===== src/rtl/decode_issue_ctrl.sv =====
// Decode-side scoreboard and registered issue slot toward execute; stalls decode on RAW/WAW or back-pressure.
// Build macro DECODE_ISSUE_WB_BYPASS_EN: a writeback in the same cycle releases the hazard immediately.
module decode_issue_ctrl #(
    parameter int CNT_W = 32
) (
    input  logic             clk,
    input  logic             reset_n,
    input  logic             id_valid,
    input  logic [4:0]       id_rs1,
    input  logic [4:0]       id_rs2,
    input  logic [4:0]       id_rd,
    input  logic             id_use_rs1,
    input  logic             id_use_rs2,
    input  logic             id_wr_rd,
    output logic             id_ready,
    output logic             issue_valid,
    output logic [4:0]       issue_rd,
    input  logic             ex_ready,
    input  logic             wb_valid,
    input  logic [4:0]       wb_rd,
    input  logic             flush,
    output logic [5:0]       busy_count,
    output logic [CNT_W-1:0] stall_cycles
);

    // Bit 0 exists only to allow direct indexing by register id; it is never set.
    logic [31:0] busy;
    logic [31:0] busy_eff;
    logic [31:0] busy_nxt;
    logic        hazard_rs1;
    logic        hazard_rs2;
    logic        hazard_waw;
    logic        slot_block;
    logic        fire;

    function automatic logic [5:0] popcount(input logic [31:0] v);
        logic [5:0] n;
        n = '0;
        for (int i = 0; i < 32; i++) begin
            n = n + {5'd0, v[i]};
        end
        return n;
    endfunction

    function automatic logic [CNT_W-1:0] sat_inc(input logic [CNT_W-1:0] v);
        return (&v) ? v : v + {{(CNT_W-1){1'b0}}, 1'b1};
    endfunction

`ifdef DECODE_ISSUE_WB_BYPASS_EN
    always_comb begin
        busy_eff = busy;
        if (wb_valid) begin
            busy_eff[wb_rd] = 1'b0;
        end
    end
`else
    assign busy_eff = busy;
`endif

    assign hazard_rs1 = id_use_rs1 && (id_rs1 != 5'd0) && busy_eff[id_rs1];
    assign hazard_rs2 = id_use_rs2 && (id_rs2 != 5'd0) && busy_eff[id_rs2];
    assign hazard_waw = id_wr_rd   && (id_rd  != 5'd0) && busy_eff[id_rd];
    assign slot_block = issue_valid && !ex_ready;

    assign id_ready = reset_n && !flush && !hazard_rs1 && !hazard_rs2 && !hazard_waw && !slot_block;
    assign fire     = id_valid && id_ready;

    // Set is applied after clear so a new producer of the written-back register keeps it busy.
    always_comb begin
        busy_nxt = busy;
        if (flush) begin
            busy_nxt = '0;
        end else begin
            if (wb_valid && (wb_rd != 5'd0)) begin
                busy_nxt[wb_rd] = 1'b0;
            end
            if (fire && id_wr_rd && (id_rd != 5'd0)) begin
                busy_nxt[id_rd] = 1'b1;
            end
        end
    end

    // State update boundary: scoreboard, issue slot and stall counter.
    always_ff @(posedge clk) begin
        if (!reset_n) begin
            busy         <= '0;
            busy_count   <= '0;
            issue_valid  <= 1'b0;
            issue_rd     <= '0;
            stall_cycles <= '0;
        end else begin
            busy       <= busy_nxt;
            busy_count <= popcount(busy_nxt);
            if (flush) begin
                issue_valid <= 1'b0;
            end else if (fire) begin
                issue_valid <= 1'b1;
                issue_rd    <= id_wr_rd ? id_rd : 5'd0;
            end else if (ex_ready) begin
                issue_valid <= 1'b0;
            end
            if (id_valid && !id_ready && !flush) begin
                stall_cycles <= sat_inc(stall_cycles);
            end
        end
    end

endmodule


===== config.mk =====
export PLATFORM = sky130hd
export DESIGN_NAME = decode_issue_ctrl
export DESIGN_NICKNAME = d
export VERILOG_FILES = /design/src/rtl/decode_issue_ctrl.sv
export SDC_FILE = /design/constraint.sdc
export NUM_CORES = 1
export LEC_CHECK = 0
export ABC_AREA = 1
export BUFFER_PORTS_ARGS = -buffer_cell sky130_fd_sc_hd__buf_4
export CAP_MARGIN = 20
export CORE_ASPECT_RATIO = 1.1
export CORE_MARGIN = 10
export CORE_UTILIZATION = 50
export DETAILED_ROUTE_END_ITERATION = 7
export GPL_TIMING_DRIVEN = 0
export PLACE_DENSITY = 0.81
export SLEW_MARGIN = 25
export SYNTH_ARGS = -nofsm -noshare
export SYNTH_HDL_FRONTEND = slang
export SYNTH_SLANG_ARGS = --single-unit

===== constraint.sdc =====
create_clock -name clk -period 6.72 [get_ports clk]
set_input_delay 1.344 -clock clk [delete_from_list [all_inputs] [get_ports clk]]
set_output_delay 1.344 -clock clk [all_outputs]
set_load 0.02 [all_outputs]

[After elaboration in Yosys (flattened, before gate mapping)]
Cells that the tools add are included.
Storage, ports and cells
  bits of input ports: 29
  word-level logic and storage cells: 102
  output and inout bits: 45
  bits in registers: 76
Operators by class
  bitwise logic cells: 6
  order comparisons: 6
  mux-type cells: 17
  add/subtract/negate cells: 32
  reductions and logical operators: 36
Operators with widths (count)
  $add 6x1->6: 26
  $mux 32: 4
  $add 32x1->32 const B: 1
  $and 32x32->32: 1
  $not 32->32: 1
  $or 32x32->32: 1
  $reduce_and 32->1: 1
  $lt 5x6->1 const B: 4
  $logic_and 1x1->1: 20
  $reduce_bool 5->1: 4
  $bmux 1 s5: 3
  $demux 1 s5: 2
  $ge 5x1->1 const B: 2
  $logic_not 1->1: 7
  $mux 1: 7
  $add 5x1->6: 1
  $add 4x1->5: 1
  $mux 5: 1
  $add 3x1->4: 1
  $reduce_and 2->1: 2
  $add 2x1->3: 1
  $not 1->1: 3
  $add 1x1->2: 1
  $reduce_bool 2->1: 1
  $reduce_or 2->1: 1

[Depth between registers and ports, before layout]
  word-level depth: 44
  depth in mapped cells: 38
  gate-level depth less buffers: 35

[Worst setup path before layout]
Ideal clock, no wire load.
  path kind: input to register
  start point: input port id_rd[0]
  end point: register busy_count[4]
  setup time: 0.119 ns
  buffers on the path: 3
  data required time: 6.601 ns
  data arrival time: 6.864 ns
  slack: -0.263 ns
  stages: 36
  cells stage by stage: buf_4 -> buf_2 -> nand2_1 -> o21ai_0 -> nand2_1 -> nand2_1 -> nand2_1 -> nand2_1 -> nor2_1 -> nand2_1 -> nand2_1 -> nand3_1 -> nor2_2 -> buf_4 -> nand4_1 -> nand2_1 -> nor2_1 -> fa_1 -> inv_1 -> fa_1 -> fa_1 -> fa_1 -> fa_1 -> inv_1 -> fa_1 -> ha_1 -> inv_1 -> fa_1 -> inv_1 -> nand2_1 -> inv_1 -> nor2_1 -> nor2_1 -> nor2_1 -> o21ai_0 -> a21oi_1
Between the ends
  elaborated cells between the ends (all ways): 50
  those cells by class: add/sub: 31; order compare: 2; mux: 6; bitwise: 1; reduce/logical: 10
RTL lines
  from (decl): RTL line 11  | input logic [4:0] id_rd,
  $bmux 1 s5 / $reduce_bool 5->1 (equally long branches): RTL line 62  | assign hazard_waw = id_wr_rd && (id_rd != 5'd0) && busy_eff[id_rd];
  $mux 1 (not written as such) / $logic_and 1x1->1 (equally long branches): RTL line 62
  $logic_and 1x1->1 *: RTL line 62
  $logic_not 1->1 *: RTL line 65  | assign id_ready = reset_n && !flush && !hazard_rs1 && !hazard_rs2 && !hazard_waw && !slot_block;
  $logic_and 1x1->1 * (2 in series): RTL line 65
  net id_ready: RTL line 15  | output logic id_ready,
  $logic_and 1x1->1 *: RTL line 66  | assign fire = id_valid && id_ready;
  $logic_and 1x1->1 * (2 in series): RTL line 77  | if (fire && id_wr_rd && (id_rd != 5'd0)) begin
  $mux 32 *: RTL line 77
  $mux 32 *: RTL line 71  | if (flush) begin
  net busy_nxt[7]: RTL line 29  | logic [31:0] busy_nxt;
  $add 6x1->6 * (25 in series): RTL line 40  | n = n + {5'd0, v[i]};
  to (signal assigned): RTL line 93  | busy_count <= popcount(busy_nxt);
  to (decl): RTL line 22  | output logic [5:0] busy_count,
Mark *: on every way through the listed nets, which the timed path passes. The rest lies on a longest branch. The select of a mux whose other input is x is not followed.
A chain may end at the register's enable or synchronous reset.

[Worst setup path in the final report]
  start point: input port id_rs1[0]
  end point: register busy_count[4]
Between the ends
  elaborated cells between the ends (all ways): 46
  those cells by class: add/sub: 31; mux: 4; reduce/logical: 11
RTL lines
  from (decl): RTL line 9  | input logic [4:0] id_rs1,
  $bmux 1 s5 / $reduce_bool 5->1 (equally long branches): RTL line 60  | assign hazard_rs1 = id_use_rs1 && (id_rs1 != 5'd0) && busy_eff[id_rs1];
  $mux 1 (not written as such) / $logic_and 1x1->1 (equally long branches): RTL line 60
  $logic_and 1x1->1 *: RTL line 60
  $logic_not 1->1 *: RTL line 65
  $logic_and 1x1->1 * (4 in series): RTL line 65
  $logic_and 1x1->1 *: RTL line 66
  $logic_and 1x1->1 * (2 in series): RTL line 77
  $mux 32 *: RTL line 77
  $mux 32 *: RTL line 71
  net busy_nxt[7]: RTL line 29
  $add 6x1->6 * (25 in series): RTL line 40
Marked as above.

==> qor.csv <==
metric,value,unit
RSZ-0062 raised after global routing,true,
P&R area growth vs syn,23.07,%
CP max-delay cell,fa_1,
crit path kind,in -> reg,
reg2reg setup slack,640,ps
Max stage delay on crit path,570,ps
drt pass-1 iters,6,
# H-tree levels,3,
antenna-violating nets left,0,
# diodes,0,
max frequency,144.1,MHz
antenna violations before repair,0,
VDD IR max,0.1188,mV
CP most frequent cell,fa_1,
CP Capture Point,busy_count[4]$_SDFF_PN0_,
crit path time final,6942,ps
CTS tree,yes,
Final setup viols,2,
Worst Tran Pin Value,739.8,ps
Max Slew Vio Count,0,
share of cells above drive strength 1,0.1784,
via count,7468,
Ports,74,
worst hold-check path type,reg -> reg,
total core area,12640,µm²
clk_skew,13.22,ps
Std-Cell Rows,43,
"worst slack, placed",-968.2,ps
"Max FO, Critical Path",8,
drt drc,0,
Die Y,139.4,µm
port buffer count,67,
Crit. End Element,flip-flop,
largest net degree at the start of global routing,16,
total grt overflow,0,
startpoint types,input pin,
register area share after synthesis,0.2347,
Initial Utilization,0.5127,
Final GP Congestion,0.9997,
Avg Inst Size Synth,6.104,µm²
Worst-Skew Late Latency,360,ps
Worst Setup SP,id_rs1[0],
number of DRC markers in iteration 0,656,
DR vias/cell,5.645,
DP Wirelength,17.26,mm
die area,17920,µm²
Sink Count,76,
Total Power,1.239,mW
CTS Buf Count,9,
DRT Wirelength,22.49,mm
vias in the first global route,6980,
failing checks,negative setup slack,
Die Span X,128.6,µm
max-cap viol count,0,
status,finished with violations,
Bufs on Longest Clock Path,2,
CTS root buf,clkbuf_16,
WL/cell,17.00,µm
P_leak,3.547,nW
Synth Instances,1062,
Total GRT Usage,0.2406,
WP data required,6960,ps
syn_nets,1123,
Worst R2R End,busy_count[4]$_SDFF_PN0_,
Yosys Warn Count,0,
synth unique cells,33,
Post-Syn Area,6482,µm²
worst r2r path cells,34,
Nets,1222,
"Worst Setup Slack, final",-221.8,ps
number of fill cells in the layout,1182,
WP data arrival,7180,ps
worst reg2reg path startpoint,busy[24]$_SDFF_PN0_,
Final Util,0.6310,
number of synthesized register bits,76,
worst rel slew slack,0.5068,
Fin. Hold Viols,0,
Tcrit/Tclk final,1.033,
first-pass GRT wire length,35.28,mm
Clock transition at path regs,70,ps
Cell Pwr Density,155.3,nW/µm²
cell type report:
class / count / area (µm²) / share of cell area
multi-input cells: 786 / 4307 / 0.5398
flip-flops and latches: 76 / 1521 / 0.1907
repair buffers: 88 / 693.2 / 0.08689
inverters: 154 / 596.8 / 0.07481
plain buffers: 46 / 354.1 / 0.04439
clock buffers: 9 / 225.2 / 0.02823
well taps: 157 / 196.4 / 0.02462
clock inverters: 7 / 83.83 / 0.01051
cell usage in the layout (no fill, tap or decap), types with 3 or more instances in the layout:
cell and instances:
a21oi_1 102, buf_2 3, buf_4 85, buf_6 19, buf_8 4, clkbuf_1 18, clkbuf_16 9, clkinvlp_4 5
dfxtp_1 76, fa_1 22, ha_1 7, inv_1 135, inv_2 12, nand2_1 290, nand2_2 23, nand3_1 74
nand3_2 7, nand4_1 38, nor2_1 98, nor2_2 9, nor2_4 4, nor3_1 20, nor3_4 8, nor4_1 9
o211ai_1 6, o21ai_0 20, o21ai_1 6, xnor2_1 5, xor2_1 25
Yosys cell counts (all sizes together):
cell | count | area, µm²
nand2 | 315 | 1237
inv | 152 | 570.6
nor2 | 111 | 434.2
a21oi | 103 | 515.5
nand3 | 81 | 405.4
dfxtp | 76 | 1521
nand4 | 39 | 259.0
nor3 | 29 | 150.1
buf | 27 | 198.9
o21ai | 26 | 130.1
xor2 | 25 | 219.0
fa | 24 | 480.5
clkbuf | 19 | 71.32
nor4 | 9 | 56.30
ha | 8 | 100.1
o211ai | 6 | 45.04
xnor2 | 5 | 43.79
a22oi | 2 | 15.01
clkinv | 2 | 7.510
a211oi | 1 | 7.510
a21boi | 1 | 7.510
and3 | 1 | 6.260
routing by layer:
metal	vias to the layer above	GRT usage	share of wire
met5	-	0	0
met4	0	0.1337	0.053
met3	90	0.04369	0.085
met2	416	0.3863	0.46
met1	3378	0.2948	0.40
li1	3584	-	-
flip-flops by register name, summed over array words and instances, names as in the netlist:
name and flops:
issue_valid 1, stall_cycles 32, busy_count 6, issue_rd 5, busy 32
worst min-delay path by stage:
| stage | slack [ps] | cells after the start | to | start |
|---|---|---|---|---|
| 6_report | 520 | 2 | stall_cycles[31]$_SDFFE_PN0P_ | stall_cycles[31]$_SDFFE_PN0P_ |
| 4_1_cts | 520 | 2 | stall_cycles[27]$_SDFFE_PN0P_ | stall_cycles[27]$_SDFFE_PN0P_ |
| 3_3_place_gp | 490 | 2 | stall_cycles[31]$_SDFFE_PN0P_ | stall_cycles[31]$_SDFFE_PN0P_ |
| 3_5_place_dp | 500 | 2 | stall_cycles[31]$_SDFFE_PN0P_ | stall_cycles[31]$_SDFFE_PN0P_ |
| 5_1_grt | 540 | 2 | stall_cycles[28]$_SDFFE_PN0P_ | stall_cycles[28]$_SDFFE_PN0P_ |
| 2_1_floorplan | 460 | 2 | busy[0]$_SDFF_PN0_ | busy[0]$_SDFF_PN0_ |
repair_timing:
| item | 4_1_cts | 5_1_grt |
|---|---|---|
| hold buffers | 0 | 0 |
| resized for setup | 68 | 20 |
| pin swaps | 26 | 16 |
| cloned | 3 | 0 |
| endpoints found under the setup margin | 5 | 5 |
| setup buffers | 15 | 3 |
worst max-delay path: cells and delay by family:
family	cells	cell delay [ps]
and+or+nand+nor	13	1200
adders and majority gates	8	3510
buffers and inverters	9	740
AOI/OAI and AO/OA	3	350
per-stage QoR:
stage	hold WS, ps	TNS (ps)	cells	instance area (µm²)
after detailed placement	498.1	-4313	1286	7217
final	516.7	-288.5	1323	7978
after global routing	539.3	-1410	1323	7978
after CTS	516.8	-354.3	1320	7898
after global placement	491.7	-4355	1286	7217
after floorplan	460.7	-141.8	1062	6518
report_power, final:
group	internal, mW	switching, mW
registers	0.458	0.00450
clock network	0.294	0.220
logic	0.0936	0.169
logic make-up (layout without fill, tap and decap cells):
| family | after synthesis | after routing | share of synthesized area |
|---|---|---|---|
| xor gates and xnor gates | 30 | 30 | 0.04053 |
| buffers and inverters | 200 | 304 | 0.1309 |
| AOI/OAI and AO/OA | 139 | 139 | 0.1112 |
| and+or+nand+nor | 585 | 585 | 0.3932 |
| adders and majority gates | 32 | 32 | 0.08956 |
| DFF | 76 | 76 | 0.2347 |
Power figures use the tool's default switching activity.
